[src/rtl/calc2_pkg.sv]
// Shared calc2 types and defaults, reused by the responder, its ALU and the calc2_tb driver.
// CALC2_SHIFT_EN (optional macro) enables the SHL/SHR commands.
package calc2_pkg;

    localparam int DEFAULT_DATA_W = 32;
    localparam int DEFAULT_TAG_W  = 2;

`ifdef CALC2_SHIFT_EN
    localparam bit SHIFT_EN = 1'b1;
`else
    localparam bit SHIFT_EN = 1'b0;
`endif

    typedef enum logic [3:0] {
        CMD_NONE = 4'd0,
        CMD_ADD  = 4'd1,
        CMD_SUB  = 4'd2,
        CMD_SHL  = 4'd5,
        CMD_SHR  = 4'd6
    } cmd_e;

    typedef enum logic [1:0] {
        RESP_NONE = 2'd0,
        RESP_OK   = 2'd1,
        RESP_ERR  = 2'd2
    } resp_e;

    // True only for commands that take the 2-stage shift path in this build.
    function automatic logic cmd_is_shift(input logic [3:0] cmd);
        logic is_sh;
        is_sh = (cmd == CMD_SHL) || (cmd == CMD_SHR);
        return SHIFT_EN && is_sh;
    endfunction

endpackage

[src/rtl/calc2_alu.sv]
// Combinational calc2 execute unit: result and status from cmd and two operands.
// The shifter exists only when CALC2_SHIFT_EN is defined.
module calc2_alu
    import calc2_pkg::*;
#(
    parameter int DATA_W = DEFAULT_DATA_W
) (
    input  logic [3:0]        cmd,
    input  logic [DATA_W-1:0] op1,
    input  logic [DATA_W-1:0] op2,
    output logic [DATA_W-1:0] result,
    output resp_e             status
);

    logic [DATA_W:0] sum;
    assign sum = {1'b0, op1} + {1'b0, op2};

`ifdef CALC2_SHIFT_EN
    localparam int SH_W = $clog2(DATA_W);
    logic [SH_W-1:0] sh_amt;
    // Only the low bits of op2 select the distance; the rest are ignored.
    assign sh_amt = op2[SH_W-1:0];
`endif

    always_comb begin
        result = '0;
        status = RESP_ERR;
        case (cmd)
            CMD_ADD: begin
                if (!sum[DATA_W]) begin
                    status = RESP_OK;
                    result = sum[DATA_W-1:0];
                end
            end
            CMD_SUB: begin
                if (op2 <= op1) begin
                    status = RESP_OK;
                    result = op1 - op2;
                end
            end
`ifdef CALC2_SHIFT_EN
            CMD_SHL: begin
                status = RESP_OK;
                result = op1 << sh_amt;
            end
            CMD_SHR: begin
                status = RESP_OK;
                result = op1 >> sh_amt;
            end
`endif
            default: ;
        endcase
    end

endmodule

[src/rtl/calc2_port_responder.sv]
// Single-port calc2 responder: two-cycle request capture, 1- or 2-stage execute, registered response.
// CALC2_SHIFT_EN (optional macro) builds the shift path and its barrel stage.
module calc2_port_responder
    import calc2_pkg::*;
#(
    parameter int DATA_W = DEFAULT_DATA_W,
    parameter int TAG_W  = DEFAULT_TAG_W
) (
    input  logic              c_clk,
    input  logic              reset,
    input  logic [3:0]        req_cmd_in,
    input  logic [DATA_W-1:0] req_data_in,
    input  logic [TAG_W-1:0]  req_tag_in,
    output logic [1:0]        out_resp,
    output logic [DATA_W-1:0] out_data,
    output logic [TAG_W-1:0]  out_tag
);

    typedef enum logic {
        ST_IDLE,
        ST_OP2
    } state_e;

    state_e state_reg, state_next;
    logic   capture, issue;
    logic   hold_off_reg;

    logic [3:0]        cmd_reg;
    logic [TAG_W-1:0]  tag_reg;
    logic [DATA_W-1:0] op1_reg;

    logic [DATA_W-1:0] alu_result;
    resp_e             alu_status;

    logic              s1_valid_reg;
    logic [3:0]        s1_cmd_reg;
    logic [TAG_W-1:0]  s1_tag_reg;
    logic [DATA_W-1:0] s1_data_reg;
    resp_e             s1_resp_reg;

    resp_e             resp_next;
    logic [DATA_W-1:0] data_next;
    logic [TAG_W-1:0]  tag_next;

    // Operand 2 goes straight from the port into the ALU during OP2.
    calc2_alu #(.DATA_W(DATA_W)) u_alu (
        .cmd    (cmd_reg),
        .op1    (op1_reg),
        .op2    (req_data_in),
        .result (alu_result),
        .status (alu_status)
    );

    // The first edge after reset releases still ignores commands (hold_off_reg).
    always_comb begin
        state_next = state_reg;
        capture    = 1'b0;
        issue      = 1'b0;
        case (state_reg)
            ST_IDLE: begin
                if (req_cmd_in != CMD_NONE && !hold_off_reg) begin
                    capture    = 1'b1;
                    state_next = ST_OP2;
                end
            end
            ST_OP2: begin
                issue      = 1'b1;
                state_next = ST_IDLE;
            end
            default: state_next = ST_IDLE;
        endcase
    end

    always_ff @(posedge c_clk) begin
        if (capture) begin
            cmd_reg <= req_cmd_in;
            tag_reg <= req_tag_in;
            op1_reg <= req_data_in;
        end
        if (issue) begin
            s1_cmd_reg  <= cmd_reg;
            s1_tag_reg  <= tag_reg;
            s1_data_reg <= alu_result;
            s1_resp_reg <= alu_status;
        end
    end

`ifdef CALC2_SHIFT_EN
    logic              s2_valid_reg;
    logic [3:0]        s2_cmd_reg;
    logic [TAG_W-1:0]  s2_tag_reg;
    logic [DATA_W-1:0] s2_data_reg;
    resp_e             s2_resp_reg;

    always_ff @(posedge c_clk) begin
        if (!reset) begin
            s2_valid_reg <= 1'b0;
        end else begin
            s2_valid_reg <= s1_valid_reg && cmd_is_shift(s1_cmd_reg);
        end
        s2_cmd_reg  <= s1_cmd_reg;
        s2_tag_reg  <= s1_tag_reg;
        s2_data_reg <= s1_data_reg;
        s2_resp_reg <= s1_resp_reg;
    end
`endif

    // Request spacing guarantees at most one stage finishes per cycle.
    always_comb begin
        resp_next = RESP_NONE;
        data_next = '0;
        tag_next  = '0;
`ifdef CALC2_SHIFT_EN
        if (s2_valid_reg && cmd_is_shift(s2_cmd_reg)) begin
            resp_next = s2_resp_reg;
            data_next = s2_data_reg;
            tag_next  = s2_tag_reg;
        end
`endif
        if (s1_valid_reg && !cmd_is_shift(s1_cmd_reg)) begin
            resp_next = s1_resp_reg;
            data_next = s1_data_reg;
            tag_next  = s1_tag_reg;
        end
    end

    always_ff @(posedge c_clk) begin
        if (!reset) begin
            state_reg    <= ST_IDLE;
            hold_off_reg <= 1'b1;
            s1_valid_reg <= 1'b0;
            out_resp     <= RESP_NONE;
            out_data     <= '0;
            out_tag      <= '0;
        end else begin
            state_reg    <= state_next;
            hold_off_reg <= 1'b0;
            s1_valid_reg <= issue;
            out_resp     <= resp_next;
            out_data     <= data_next;
            out_tag      <= tag_next;
        end
    end

endmodule

[config.mk]
export PLATFORM = sky130hd
export DESIGN_NAME = calc2_port_responder
export DESIGN_NICKNAME = d
export VERILOG_FILES = /design/src/rtl/calc2_pkg.sv /design/src/rtl/calc2_alu.sv /design/src/rtl/calc2_port_responder.sv
export SDC_FILE = /design/constraint.sdc
export NUM_CORES = 1
export LEC_CHECK = 0
export CELL_PAD_IN_SITES_DETAIL_PLACEMENT = 0
export CELL_PAD_IN_SITES_GLOBAL_PLACEMENT = 1
export CORE_UTILIZATION = 23
export CTS_CLUSTER_DIAMETER = 200
export DETAILED_ROUTE_END_ITERATION = 8
export GPL_TIMING_DRIVEN = 0
export PLACE_DENSITY_LB_ADDON = 0.1
export SKIP_LAST_GASP = 1
export SLEW_MARGIN = 25
export SYNTH_ARGS = -nofsm -noshare
export SYNTH_HDL_FRONTEND = slang
export SYNTH_HIERARCHICAL = 1
export SYNTH_SLANG_ARGS = --single-unit
[constraint.sdc]
create_clock -name c_clk -period 10.2 [get_ports c_clk]
set_clock_uncertainty 0.15 [all_clocks]
set_input_delay 3.06 -clock c_clk [delete_from_list [all_inputs] [get_ports c_clk]]
set_output_delay 3.06 -clock c_clk [all_outputs]
set_load 0.05 [all_outputs]
==> results of run 1 <==
[worst max-delay path, stage by stage]
cell             delay (ns)
clkdlybuf4s50_1        0.45
ha_1                   0.23
fa_1                   0.42
nor2b_1                0.18
o31a_1                 0.15
o21ai_1                0.10
a21oi_2                0.39
a41oi_1                0.13
o311a_1                0.42
o21ai_1                0.42
clkbuf_1               0.61
a221oi_1               0.20
a21oi_1                0.31
[per-stage QoR]
| step | hold WS (ns) | util (%) | area, um2 |
|---|---|---|---|
| finish | 0.271 | 29.7 | 9150 |
| global route | 0.278 | 29.7 | 9150 |
| CTS | 0.273 | 29.7 | 9150 |
| detailed placement | 0.259 | 27.8 | 8530 |
| global placement | 0.257 | 27.5 | 8460 |
| floorplan | 0.250 | - | 7220 |
[final cells by class]
cell class	instances	share of cell area (%)
clock buffer	19	5.20
sequential	113	32.8
timing repair buffer	80	8.89
clock inverter	13	1.49
inverter	65	2.67
tap	396	5.42
multi-input combinational	528	41.0
buffer	43	2.50
[worst paths after layout]
check | startpoint | end | slack (ns) | cells after the start
max | req_data_in[0] | s1_data_reg[11] | 3.17 | 13
min | tag_reg[0] | s1_tag_reg[0] | 0.27 | 0
max reg2reg | op1_reg[0] | s1_data_reg[11] | 5.86 | 13
min reg2reg | tag_reg[0] | s1_tag_reg[0] | 0.27 | 0
[power breakdown]
group | total [W] | switching, W | internal (W)
Combinational | 0.000301 | 0.000194 | 0.000107
Sequential | 0.000525 | 0.0000109 | 0.000514
Clock | 0.000622 | 0.000249 | 0.000373
[synth_stat cells, types with 4 or more instances]
master	number	area, um2
a21oi_1	86	430
buf_6	5	56.3
dfxtp_1	39	781
nand3_1	11	55.1
and3_1	12	75.1
ha_1	64	801
nand2_1	23	86.3
o31ai_1	7	52.6
o22ai_1	8	50.1
nor4_2	4	50.1
nand4_1	12	75.1
nor3_1	11	55.1
buf_2	14	70.1
edfxtp_1	74	2220
o21a_1	4	30.0
nor4_1	4	25.0
o21ai_0	20	100
o221ai_1	6	52.6
a311oi_1	4	35.0
inv_1	62	233
o22a_1	13	114
nor2_1	76	285
clkbuf_1	20	75.1
a221oi_1	16	140
a211oi_1	12	90.1
a31oi_1	5	31.3
or3_1	4	25.0
and3_2	24	180
nand2b_1	5	31.3
o21bai_1	13	97.6
a221o_1	4	40.0
a21o_1	15	113
nor2b_1	11	68.8
[metal layers]
metal	share of wire (%)	vias up	wire length, um
met3	4.2	25	1020
met4	1.8	0	427
met2	44	151	10700
met1	50	2984	12000
met5	0	-	0
li1	-	2996	-
[cell families (layout without fill, tap and decap cells)]
| group | after synthesis | count (layout) | synth area share [%] |
|---|---|---|---|
| AOI/OAI and AO/OA | 254 | 254 | 24.9 |
| xor gates and xnor gates | 1 | 1 | 0.121 |
| adders and majority gates | 66 | 66 | 11.6 |
| buffers and inverters | 108 | 220 | 6.55 |
| DFF | 113 | 113 | 41.6 |
| muxes | 1 | 1 | 0.139 |
| and+or+nand+nor | 206 | 206 | 15.0 |
==> impl_metrics.py, run 1 <==
metrics = {
    "die": {
        "io_pins": 76,
        "initial_core_util_pct": 23.5,
        "rows": 64,
        "die_w_um": 179,
        "design.core.area_um2": 30700,
        "die_h_um": 179,
        "die-area_um2": 32100,
    },
    "sta": {
        "worst_pin_slew_ns": 0.987,
        "finalSetupTns_ns": 0,
        "grt_setup_unrepaired": "no",
        "clock.fmax_mhz": 142,
        "final_max_slew_viol_count": 0,
        "fin_crit_ns": 7.03,
        "setup_viol": 0,
        "finalHoldViolCount": 0,
        "setup_slack_ns": 3.17,
        "slew-limit-headroom_pct": 34.2,
        "finalCritPeriodShare_pct": 68.9,
    },
    "placed_design": {
        "pre_cts_slack_ns": 2.71,
        "io_buffer_count": 74,
        "hpwl_mm": 18.4,
        "dp.cells": 1225,
        "place_congestion": 0.829,
    },
    "synthesis": {
        "async_reset_ff_share_pct": 0,
        "syn_nets": 855,
        "netlist_area_um2": 7220,
        "synth-edff-count": 74,
        "ys_ff_latch": 113,
        "synth-warning-count": 6,
        "ys_seq_area_share_pct": 41.6,
        "syn_inst": 749,
        "synth_cell_types": 74,
        "synth.avg_cell_area_um2": 9.64,
        "synth_flop_cell": "edfxtp_1",
    },
    "finish": {
        "layout_common_cells": "a21oi_1 (86), nor2_1 (76), edfxtp_1 (74), clkdlybuf4s50_1 (74), ha_1 (64)",
        "final_nets": 954,
        "drive_gt1_share_pct": 13.0,
        "stdcell_count": 1257,
        "syn2layout_area_growth_pct": 26.7,
        "mostFrequentLayoutCell": "a21oi_1",
        "multiInputGateArea_um2": 3750,
        "seqCellArea_um2": 3000,
        "n_antenna_cell": 0,
        "fill_cells": 3289,
    },
    "cts": {
        "clk_latency_ns": 0.42,
        "postCtsSetupRepairBufs": 0,
        "root_buffer": "clkbuf_16",
        "cts_resized": 0,
        "numCtsBuffers": 17,
        "cts_tree": "yes",
        "cts_hold_buf": 0,
        "clockBufferDepth": 2,
        "cts.sinks": 113,
        "htreeDepth": 4,
        "cts.clk_slew.worst_paths_ns": 0.06,
    },
    "run": {
        "cap_violations": 0,
    },
    "global_route": {
        "use_met3_pct": 2.71,
        "grt-ovfl-total": 0,
        "grt_pass1_vias": 6179,
        "antenna_found_initial": 0,
        "gr-max-usage-layer": "met2",
        "grt_pass1_wl_mm": 36.6,
        "grt_usage_pct": 15.4,
        "use_met2_pct": 24.2,
        "met1_usage_pct": 21.2,
        "grt_max_degree": 23,
    },
    "outcome": {
        "outcome": "finished, violations left",
        "violations": "design-rule violations",
    },
    "detailed_routing": {
        "ant_nets": 0,
        "first_pass_iters": 7,
        "drc": 21,
        "vias": 6156,
        "routed_wl_mm": 24.1,
        "drt-vias-per-instance": 4.90,
        "drtIter0Drc": 383,
        "post_drt_wl_per_cell_um": 19.2,
    },
    "worst_hold_path": {
        "hp-class": "reg -> reg",
    },
    "power_and_ir_drop": {
        "power_w": 0.00145,
        "ir_drop_v": 0.000110,
        "p_leak_nw": 3.65,
        "p_per_area_nw_per_um2": 158,
    },
    "setup_path": {
        "arrival_ns": 7.08,
        "worstPathMaxFanout": 10,
        "crit_path_start_kind": "input port",
        "required_ns": 10.26,
        "worstSetupPathType": "in -> reg",
        "cp-end-kind": "register",
    },
}
No activity file was read; power rests on OpenSTA's default activity.
==> inputs of run 2 (changes only) <==
==> constraint.sdc (replaced) <==
create_clock -name c_clk -period 6.45 [get_ports c_clk]
set_clock_uncertainty 0.15 [all_clocks]
set_input_delay 1.935 -clock c_clk [delete_from_list [all_inputs] [get_ports c_clk]]
set_output_delay 1.935 -clock c_clk [all_outputs]
set_load 0.05 [all_outputs]
==> results of run 2 <==
The final DEF is identical to that of run 1. Status: finished, violations left: design-rule violations.
Among the figures that moved: setup slack after placement 2.71 ns -> 0.0883 ns; setup slack after layout 3.17 ns -> 0.547 ns; register-to-register setup slack 5.86 ns -> 2.11 ns; total power 0.00145 W -> 0.00229 W; worst IR drop on VDD 0.000110 V -> 0.000175 V
==> inputs of run 3 (changes only) <==
--- a/config.mk
+++ b/config.mk
@@ -12,7 +12,6 @@
 export DETAILED_ROUTE_END_ITERATION = 8
 export GPL_TIMING_DRIVEN = 0
 export PLACE_DENSITY_LB_ADDON = 0.1
-export SKIP_LAST_GASP = 1
 export SLEW_MARGIN = 25
 export SYNTH_ARGS = -nofsm -noshare
 export SYNTH_HDL_FRONTEND = slang
==> results of run 3 <==
The final DEF is identical to that of run 1. Status: finished, violations left: design-rule violations.
Among the figures that moved: setup slack after placement 2.71 ns -> 0.0883 ns; setup slack after layout 3.17 ns -> 0.547 ns; register-to-register setup slack 5.86 ns -> 2.11 ns; total power 0.00145 W -> 0.00229 W; worst IR drop on VDD 0.000110 V -> 0.000175 V
